[src/rtl/ram_bridge.sv]
// ram_bridge: bridges the decoder's single-request RAM port onto an 8-bit handshaked external
// RAM bus. Each 32-bit access becomes a sequence of byte transactions; read data is assembled
// little-endian. Each byte has an ack timeout, and a one-entry pending slot holds a request
// that arrives while the bridge is busy.
//
// Ports:
//   clock, reset          single clock, synchronous active-high reset
//   ram_in  (mem_in_type) request: mem_valid, mem_addr, mem_wdata, mem_wstrb (0 = read)
//   ram_out (mem_out_type) response: mem_rdata, mem_error, mem_ready (one-cycle pulse)
//   ext_valid/ext_write/ext_addr/ext_wdata  byte transaction request towards the RAM
//   ext_rdata/ext_ack     byte completion from the RAM
//   overrun               sticky: a request was dropped because the slot was full

package ram_bridge_pkg;
  typedef struct packed {
    logic        mem_valid;
    logic [31:0] mem_addr;
    logic [31:0] mem_wdata;
    logic [3:0]  mem_wstrb;
  } mem_in_type;

  typedef struct packed {
    logic [31:0] mem_rdata;
    logic        mem_error;
    logic        mem_ready;
  } mem_out_type;
endpackage

module ram_bridge
  import ram_bridge_pkg::*;
#(
  parameter int unsigned addr_width = 20,
  parameter int unsigned timeout    = 255
) (
  input  logic                  clock,
  input  logic                  reset,
  input  mem_in_type            ram_in,
  output mem_out_type           ram_out,
  output logic                  ext_valid,
  output logic                  ext_write,
  output logic [addr_width-1:0] ext_addr,
  output logic [7:0]            ext_wdata,
  input  logic [7:0]            ext_rdata,
  input  logic                  ext_ack,
  output logic                  overrun
);

  typedef enum logic [1:0] {StIdle, StByte, StDone} state_e;

  state_e      state_q;
  logic [1:0]  idx_q;
  logic [31:0] wdata_q;
  logic [31:0] rdata_q;
  logic [3:0]  wstrb_q;
  logic [15:0] wait_q;

  logic        slot_valid_q;
  logic [31:0] slot_addr_q;
  logic [31:0] slot_wdata_q;
  logic [3:0]  slot_wstrb_q;

  // Lowest set strobe; a read (strb == 0) starts at lane 0.
  function automatic logic [1:0] first_lane(input logic [3:0] strb);
    first_lane = 2'd0;
    for (int i = 3; i >= 0; i--) begin
      if (strb[i]) first_lane = 2'(i);
    end
  endfunction

  // Returns {found, lane}: next lane above idx to issue (every lane for reads).
  function automatic logic [2:0] next_of(input logic [1:0] idx, input logic [3:0] strb);
    next_of = 3'b000;
    for (int i = 3; i >= 0; i--) begin
      if (i > int'(idx) && (strb == 4'b0000 || strb[i])) next_of = {1'b1, 2'(i)};
    end
  endfunction

  logic        take_slot;
  logic        acc_go;
  logic        acc_err;
  logic [31:0] acc_addr;
  logic [31:0] acc_wdata;
  logic [3:0]  acc_wstrb;
  logic [1:0]  acc_lane;
  logic        is_read;
  logic        next_found;
  logic [1:0]  next_lane;
  logic [31:0] rdata_merged;
  logic        timed_out;
  logic        capture;
  logic        drop;

  always_comb begin
    // The pending slot has priority over a new request whenever a transaction can start.
    take_slot = slot_valid_q && (state_q == StIdle || state_q == StDone);
    acc_go    = take_slot || (state_q == StIdle && ram_in.mem_valid);
    acc_addr  = take_slot ? slot_addr_q  : ram_in.mem_addr;
    acc_wdata = take_slot ? slot_wdata_q : ram_in.mem_wdata;
    acc_wstrb = take_slot ? slot_wstrb_q : ram_in.mem_wstrb;
    acc_err   = (acc_addr >> addr_width) != 32'd0;
    acc_lane  = first_lane(acc_wstrb);

    is_read                 = (wstrb_q == 4'b0000);
    {next_found, next_lane} = next_of(idx_q, wstrb_q);
    rdata_merged            = rdata_q;
    rdata_merged[8*idx_q +: 8] = ext_rdata;
    timed_out = !ext_ack && (wait_q == 16'(timeout));

    // A request that is not started directly goes into the slot if it is (or becomes) free.
    capture = ram_in.mem_valid && (state_q != StIdle || take_slot) &&
              (!slot_valid_q || take_slot);
    drop    = ram_in.mem_valid && slot_valid_q && !take_slot && state_q != StIdle;
  end

  always_ff @(posedge clock) begin
    if (reset) begin
      state_q      <= StIdle;
      idx_q        <= 2'd0;
      wdata_q      <= '0;
      rdata_q      <= '0;
      wstrb_q      <= '0;
      wait_q       <= '0;
      slot_valid_q <= 1'b0;
      slot_addr_q  <= '0;
      slot_wdata_q <= '0;
      slot_wstrb_q <= '0;
      ram_out      <= '0;
      ext_valid    <= 1'b0;
      ext_write    <= 1'b0;
      ext_addr     <= '0;
      ext_wdata    <= '0;
      overrun      <= 1'b0;
    end else begin
      ram_out <= '0;

      if (capture) begin
        slot_valid_q <= 1'b1;
        slot_addr_q  <= ram_in.mem_addr;
        slot_wdata_q <= ram_in.mem_wdata;
        slot_wstrb_q <= ram_in.mem_wstrb;
      end else if (take_slot) begin
        slot_valid_q <= 1'b0;
      end
      if (drop) overrun <= 1'b1;

      if (acc_go) begin
        wdata_q <= acc_wdata;
        wstrb_q <= acc_wstrb;
        rdata_q <= '0;
        wait_q  <= '0;
        idx_q   <= acc_lane;
        if (acc_err) begin
          state_q           <= StDone;
          ext_valid         <= 1'b0;
          ram_out.mem_ready <= 1'b1;
          ram_out.mem_error <= 1'b1;
        end else begin
          state_q   <= StByte;
          ext_valid <= 1'b1;
          ext_write <= (acc_wstrb != 4'b0000);
          // Low two request address bits are replaced by the lane index.
          ext_addr  <= (acc_addr[addr_width-1:0] & ~addr_width'(3)) | addr_width'(acc_lane);
          ext_wdata <= acc_wdata[8*acc_lane +: 8];
        end
      end else begin
        unique case (state_q)
          StIdle: begin
            state_q <= StIdle;
          end
          StDone: begin
            state_q <= StIdle;
          end
          StByte: begin
            if (ext_ack) begin
              if (is_read) rdata_q <= rdata_merged;
              if (next_found) begin
                idx_q     <= next_lane;
                ext_addr  <= {ext_addr[addr_width-1:2], next_lane};
                ext_wdata <= wdata_q[8*next_lane +: 8];
                wait_q    <= '0;
              end else begin
                state_q           <= StDone;
                ext_valid         <= 1'b0;
                ram_out.mem_ready <= 1'b1;
                ram_out.mem_rdata <= is_read ? rdata_merged : 32'd0;
              end
            end else if (timed_out) begin
              // Remaining lanes are abandoned.
              state_q           <= StDone;
              ext_valid         <= 1'b0;
              ram_out.mem_ready <= 1'b1;
              ram_out.mem_error <= 1'b1;
            end else begin
              wait_q <= wait_q + 16'd1;
            end
          end
          default: begin
            state_q <= StIdle;
          end
        endcase
      end
    end
  end

endmodule

[config.mk]
export PLATFORM = sky130hd
export DESIGN_NAME = ram_bridge
export DESIGN_NICKNAME = d
export VERILOG_FILES = /design/src/rtl/ram_bridge.sv
export SDC_FILE = /design/constraint.sdc
export NUM_CORES = 1
export LEC_CHECK = 0
export ABC_AREA = 0
export CORE_ASPECT_RATIO = 1.75
export CORE_UTILIZATION = 49
export DETAILED_ROUTE_END_ITERATION = 7
export GPL_ROUTABILITY_DRIVEN = 0
export PLACE_DENSITY = 0.74
export SLEW_MARGIN = 20
export SYNTH_ARGS = -nofsm -noshare
export SYNTH_HDL_FRONTEND = slang
export SYNTH_SLANG_ARGS = --single-unit
[constraint.sdc]
create_clock -name clock -period 2.84 [get_ports clock]
set_input_delay 0.426 -clock clock [delete_from_list [all_inputs] [get_ports clock]]
set_output_delay 0.426 -clock clock [all_outputs]
set_load 0.02 [all_outputs]
### Word-level counts from Yosys, hierarchy flattened

Cells that the tools add are included.

| word-level totals | value |
|---|---|
| flip-flop bits (word level) | 222 |
| input port bits | 80 |
| word-level logic and storage cells | 131 |

| cells by class | value |
|---|---|
| add/subtract/negate cells | 2 |
| $lt $le $gt $ge | 3 |
| eq/ne operators | 9 |
| shift operators | 4 |
| multiplexer cells | 49 |
| bitwise operators | 5 |
| reduce and logical (&&, ||, !) cells | 40 |

Operators with widths:

| kind | count |
|---|---|
| 32-bit 2-to-1 mux | 2 |
| 32-bit by 6-bit indexed part select with 8-bit output | 2 |
| 16-bit 2-to-1 mux | 3 |
| 2-bit 2-to-1 mux | 21 |
| 20-bit 2-to-1 mux | 2 |
| 8-bit 2-to-1 mux | 5 |
| 5-bit negator with 34-bit output | 1 |
| 8-bit by 34-bit variable shift with 32-bit output, first input constant | 1 |
| 8-bit by 34-bit indexed part select with 32-bit output | 1 |
| 32-bit bitwise mux | 1 |
| 32-bit nonzero test | 1 |
| 20-bit by 2-bit bitwise OR with 20-bit output | 1 |
| 16-bit by 1-bit adder with 16-bit output, second input constant | 1 |
| 16-bit by 8-bit equality test with 1-bit output, second input constant | 1 |
| 3-bit AND reduction | 4 |
| 1-bit logical AND | 11 |
| 1-bit 2-to-1 mux | 11 |
| 2-bit nonzero test | 5 |
| 3-bit 2-to-1 mux | 3 |
| 4-bit != test, second input constant | 2 |
| 1-bit logical OR | 7 |
| 6-bit OR reduction | 1 |
| 2-bit greater-than comparator, first input constant | 2 |
| 4-bit logical NOT | 1 |
| 15 further kinds | 22 |

### Logic depth before layout (Yosys ltp)

| depth | value |
|---|---|
| word-level depth | 11 |
| depth in mapped cells | 9 |

### Worst setup path after synthesis

Ideal clock, no wire load.

| path | value |
|---|---|
| path type | register -> register |
| start | reg idx_q[0] |
| end | reg rdata_q[16] |
| arrival time | 1.963 ns |
| data required time | 2.775 ns |
| path slack | 0.812 ns |
| cell stages (with the launch flop) | 9 |
| path through | dfxtp_1 inv_1 ha_1 nand2_1 nor3_1 and2_1 clkbuf_1 a22oi_1 nor2_1 |

| on the way | value |
|---|---|
| longest elaborated chain between the ends | 3 |

RTL lines:

| what | RTL line | RTL |
|---|---|---|
| start, declared | 51 | `logic [1:0] idx_q;` |
| start signal, assigned | 151 | `idx_q <= acc_lane;` |
| start signal, assigned | 177 | `idx_q <= next_lane;` |
| 5-bit negator with 34-bit output (*) | 106 | `rdata_merged[8*idx_q +: 8] = ext_rdata;` |
| 8-bit by 34-bit indexed part select with 32-bit output or 8-bit by 34-bit variable shift with 32-bit output (tied branches) | 106 |  |
| 32-bit bitwise mux (*) | 106 |  |
| end signal, assigned | 175 | `if (is_read) rdata_q <= rdata_merged;` |
| end, declared | 53 | `logic [31:0] rdata_q;` |

Every way passes the cells marked *; elsewhere a longest branch is shown, timed or not.
A chain may end at the register's enable or synchronous reset.

### Worst setup path after layout

| path | value |
|---|---|
| start | reg idx_q[0] |
| end | reg wait_q[3] |

| on the way | value |
|---|---|
| longest elaborated chain between the ends | 7 |

RTL lines:

| what | RTL line | RTL |
|---|---|---|
| 2-bit greater-than comparator | 74 | `if (i > int'(idx) && (strb == 4'b0000 \|\| strb[i])) next_of = {1'b1, 2'(i)};` |
| 1-bit logical AND | 74 |  |
| 3-bit 2-to-1 mux (2 in series) | 74 |  |
| 3-bit 2-to-1 mux (*) | 74 |  |
| 2-bit by 1-bit != test with 1-bit output (no line) (*) | - |  |
| 3-bit AND reduction (no line) (*) | - |  |
| end signal, assigned | 194 | `wait_q <= wait_q + 16'd1;` |
| end, declared | 55 | `logic [15:0] wait_q;` |

Marked as above.

==> metrics.md <==
| Metric | Value |
|---|---|
| Status | complete, no violations |
| Reg clk slew, reported paths | 0.07 ns |
| Initial antenna violation count | 0 |
| Crit path to | wait_q[3] |
| Flops & latches, synth | 220 |
| Fin crit share | 0.8832 |
| RSZ-0062 raised after global routing | no |
| Fin nets | between 1000 and 1500 |
| Slowest CP cell | or3_1 |
| Share of the synthesized area in the top cell type | 0.4710 |
| Layout cell share with drive strength beyond 1 | 0.06588 |
| Final Critical Period | about 2.5 ns |
| Routed len/inst | ~16 µm |
| H-Tree Depth | 1 |
| Pwr Density | ~600 nW/µm² |
| Max Freq | 0.3987 GHz |
| Main synth FF type | dfxtp_1 |
| Unique masters post-synth | 58 |
| Area occupied by multi-input gates | 4573 µm² |
| Pre-antenna DRT Iters | 4 |
| IO Pins | around 150 |
| Worst path required time | 3.25 ns |
| Clk buf depth | 3 |
| DIE WIDTH | 106.4 µm |
| Cells after Synth | between 1000 and 1500 |
| Total GRT Usage | 0.2399 |
| Core ar. | approximately 19000 µm² |
| Vias in the first global route | 7936 |
| Post-synth EDFFs | 0 |
| DRC viols | 0 |
| Antenna diodes | 0 |
| Hold path startpoint | reset |
| Skew-Pair Late Insertion Delay | 0.49 ns |
| Fin. Hold Viols | 0 |
| Setup TNS | 0 ns |
| Detailed router's first-iteration violation count | around 440 |
| Antenna Nets Post-Route | 0 |
| Rel. slew slack | 0.4966 |
| Std-Cell Rows | 66 |
| Layout overhead on the synthesized area | 25.49% |
| Most frequent cells in the layout | dfxtp_1, nand2_1, nor2_1 |
| Worst reg2reg path depth | 8 |
| IO Port Bufs | between 100 and 150 |
| CTS tree | done |
| Reg2reg start | idx_q[0] |
| Critical path startpoint | idx_q[0] |
| Worst clock skew | between 0.007 and 0.008 ns |
| Worst setup EP type | flip-flop |
| Worst hold slack | about 0.40 ns |
| Initial cell density of the core | 0.5010 |
| Synth top area cells | dfxtp_1, nand2_1, a21oi_1 |
| Die Y | 184.7 µm |
| Total of max-cap violations | 0 |
| Placed Cells | 1478 |
| Static Leak | between 4 and 5 nW |
| Largest net degree at the start of global routing | 93 |
| Crit start category | flip-flop |
| Vias after detailed routing | 8388 |
| Final Instance Area | approximately 12000 µm² |
| Placed Area | between 10000 and 15000 µm² |
| Synthesized Nets | 1242 |
| RR Endpoint | wait_q[3] |
| Setup CP Type | flip-flop to flip-flop |
| Mean Syn Cell Area | between 8 and 9 µm² |
| Fin cells | between 1500 and 2000 |
| Vias per inst | 5.544 |
| Register area share after synthesis | 0.4710 |
| Post-CTS setup buffer count | 0 |
| CTS buffer count | 20 |
| Yosys warnings | 0 |
| Ys async rst share | 0 |
| CP Cell Sequence | inv_1, ha_1, nor2_1, o21ai_1, nand4_1, nand3_1, or3_1, a21oi_1 |
| Post-CTS Resized | 0 |
| Fill cells | around 1700 |
| Worst Hold Class | primary input to flip-flop |
| Mapped cell area | roughly 9400 µm² |
| Global-route wire length before repair | around 38 mm |
| DRT Wirelength | approximately 23 mm |
| DIE AREA | 19660 µm² |
| Slew @ Worst Pin | approximately 0.75 ns |
| Root Buffer | clkbuf_16 |
| Worst-path maximum fanout | 11 |
| Hold_buf cts | 0 |
| Top cell type by total area after synthesis | dfxtp_1 |
| Final setup vio count | 0 |
| VDD IR max | ~470 µV |
| Max-slew violations | 0 |
| Reg2Reg Setup Slack | 0.33 ns |
| CP max stage delay | 0.47 ns |
| Commonest non-fill, non-tap cell in the layout | dfxtp_1 |
| Worst path arrival time | slightly below 3 ns |
| Reg area | 4404 µm² |
| Gr ovfl total | 0 |
| Detailed placement HPWL | ~16 mm |
| CTS sink cnt | 220 |
==> where the power goes <==
group          switching (mW)  total, mW  internal [mW]
registers              0.0679       3.26           3.19
clock network            1.17       2.98           1.82
logic                   0.519      0.882          0.363
==> worst min-delay path by stage <==
stage                             to  depth (start not counted)
detailed placement  slot_wdata_q[28]                          2
global route             ext_addr[0]                          2
global placement     slot_wdata_q[3]                          2
finish                   ext_addr[0]                          2
floorplan            slot_wdata_q[0]                          2
CTS                      ext_addr[0]                          2
==> area by class of cell <==
cell class / instances / share of cell area
Timing Repair Buffer: 172 / 0.1444
Inverter: 8 / 0.002559
Clock buffer: 26 / 0.04980
Multi-Input combinational cell: 840 / 0.3897
Clock inverter: 9 / 0.01280
Sequential cell: 220 / 0.3753
Tap cell: 238 / 0.02538
==> flip-flops by register name, summed over array words and instances (netlist names) <==
signal / flops
ext_valid: 1
wait_q: 16
ext_addr: 20
idx_q: 2
ext_wdata: 8
slot_addr_q: 30
ram_out: 34
wstrb_q: 4
wdata_q: 32
rdata_q: 32
slot_valid_q: 1
state_q: 2
overrun: 1
ext_write: 1
slot_wstrb_q: 4
slot_wdata_q: 32
==> Yosys cell counts (all sizes together), types with 9 or more instances <==
cell type / instances
nor2: 151
nand2: 208
a211oi: 36
nor3: 19
and2: 9
dfxtp: 220
mux2i: 28
o21ai: 22
nand2b: 12
or3: 18
nand3: 14
a21oi: 142
buf: 23
a22oi: 30
clkbuf: 64
nor2b: 34
a311oi: 23
==> per-stage QoR <==
step / setup WS [ns] / utilization / total power [mW]
2_1_floorplan: 0.8123 / - / 3.859
3_3_place_gp: 0.2886 / 0.5894 / 4.190
3_5_place_dp: 0.2390 / 0.5894 / 4.205
4_1_cts: 0.3192 / 0.6287 / 7.168
5_1_grt: 0.09512 / 0.6287 / 7.396
6_report: 0.3318 / 0.6287 / 7.124
==> cell families (layout without fill, tap and decap cells) <==
logic type	Yosys count	in the layout	share of synthesized area
and+or+nand+nor	506	506	0.2427
muxes	33	33	0.03680
AOI/OAI and AO/OA	289	289	0.1938
adders and majority gates	7	7	0.009367
xor gates and xnor gates	5	5	0.004683
DFF	220	220	0.4710
buffers and inverters	95	215	0.04162
==> metal layers <==
metal	part of all wire	GRT usage	wire, µm
met1	0.40	0.2718	9329
met2	0.53	0.4504	12340
met3	0.044	0.03182	1041
met4	0.032	0.08932	753
met5	0	0	0
==> worst max-delay path, delay by kind of cell, from the launching register on <==
family	cells	cell delay, ns
buf+inv	1	0.16
compound gates	2	0.33
fa+ha+maj	1	0.23
simple gates	4	1.25
flops	1	0.45
(Power assumes the default switching activity.)
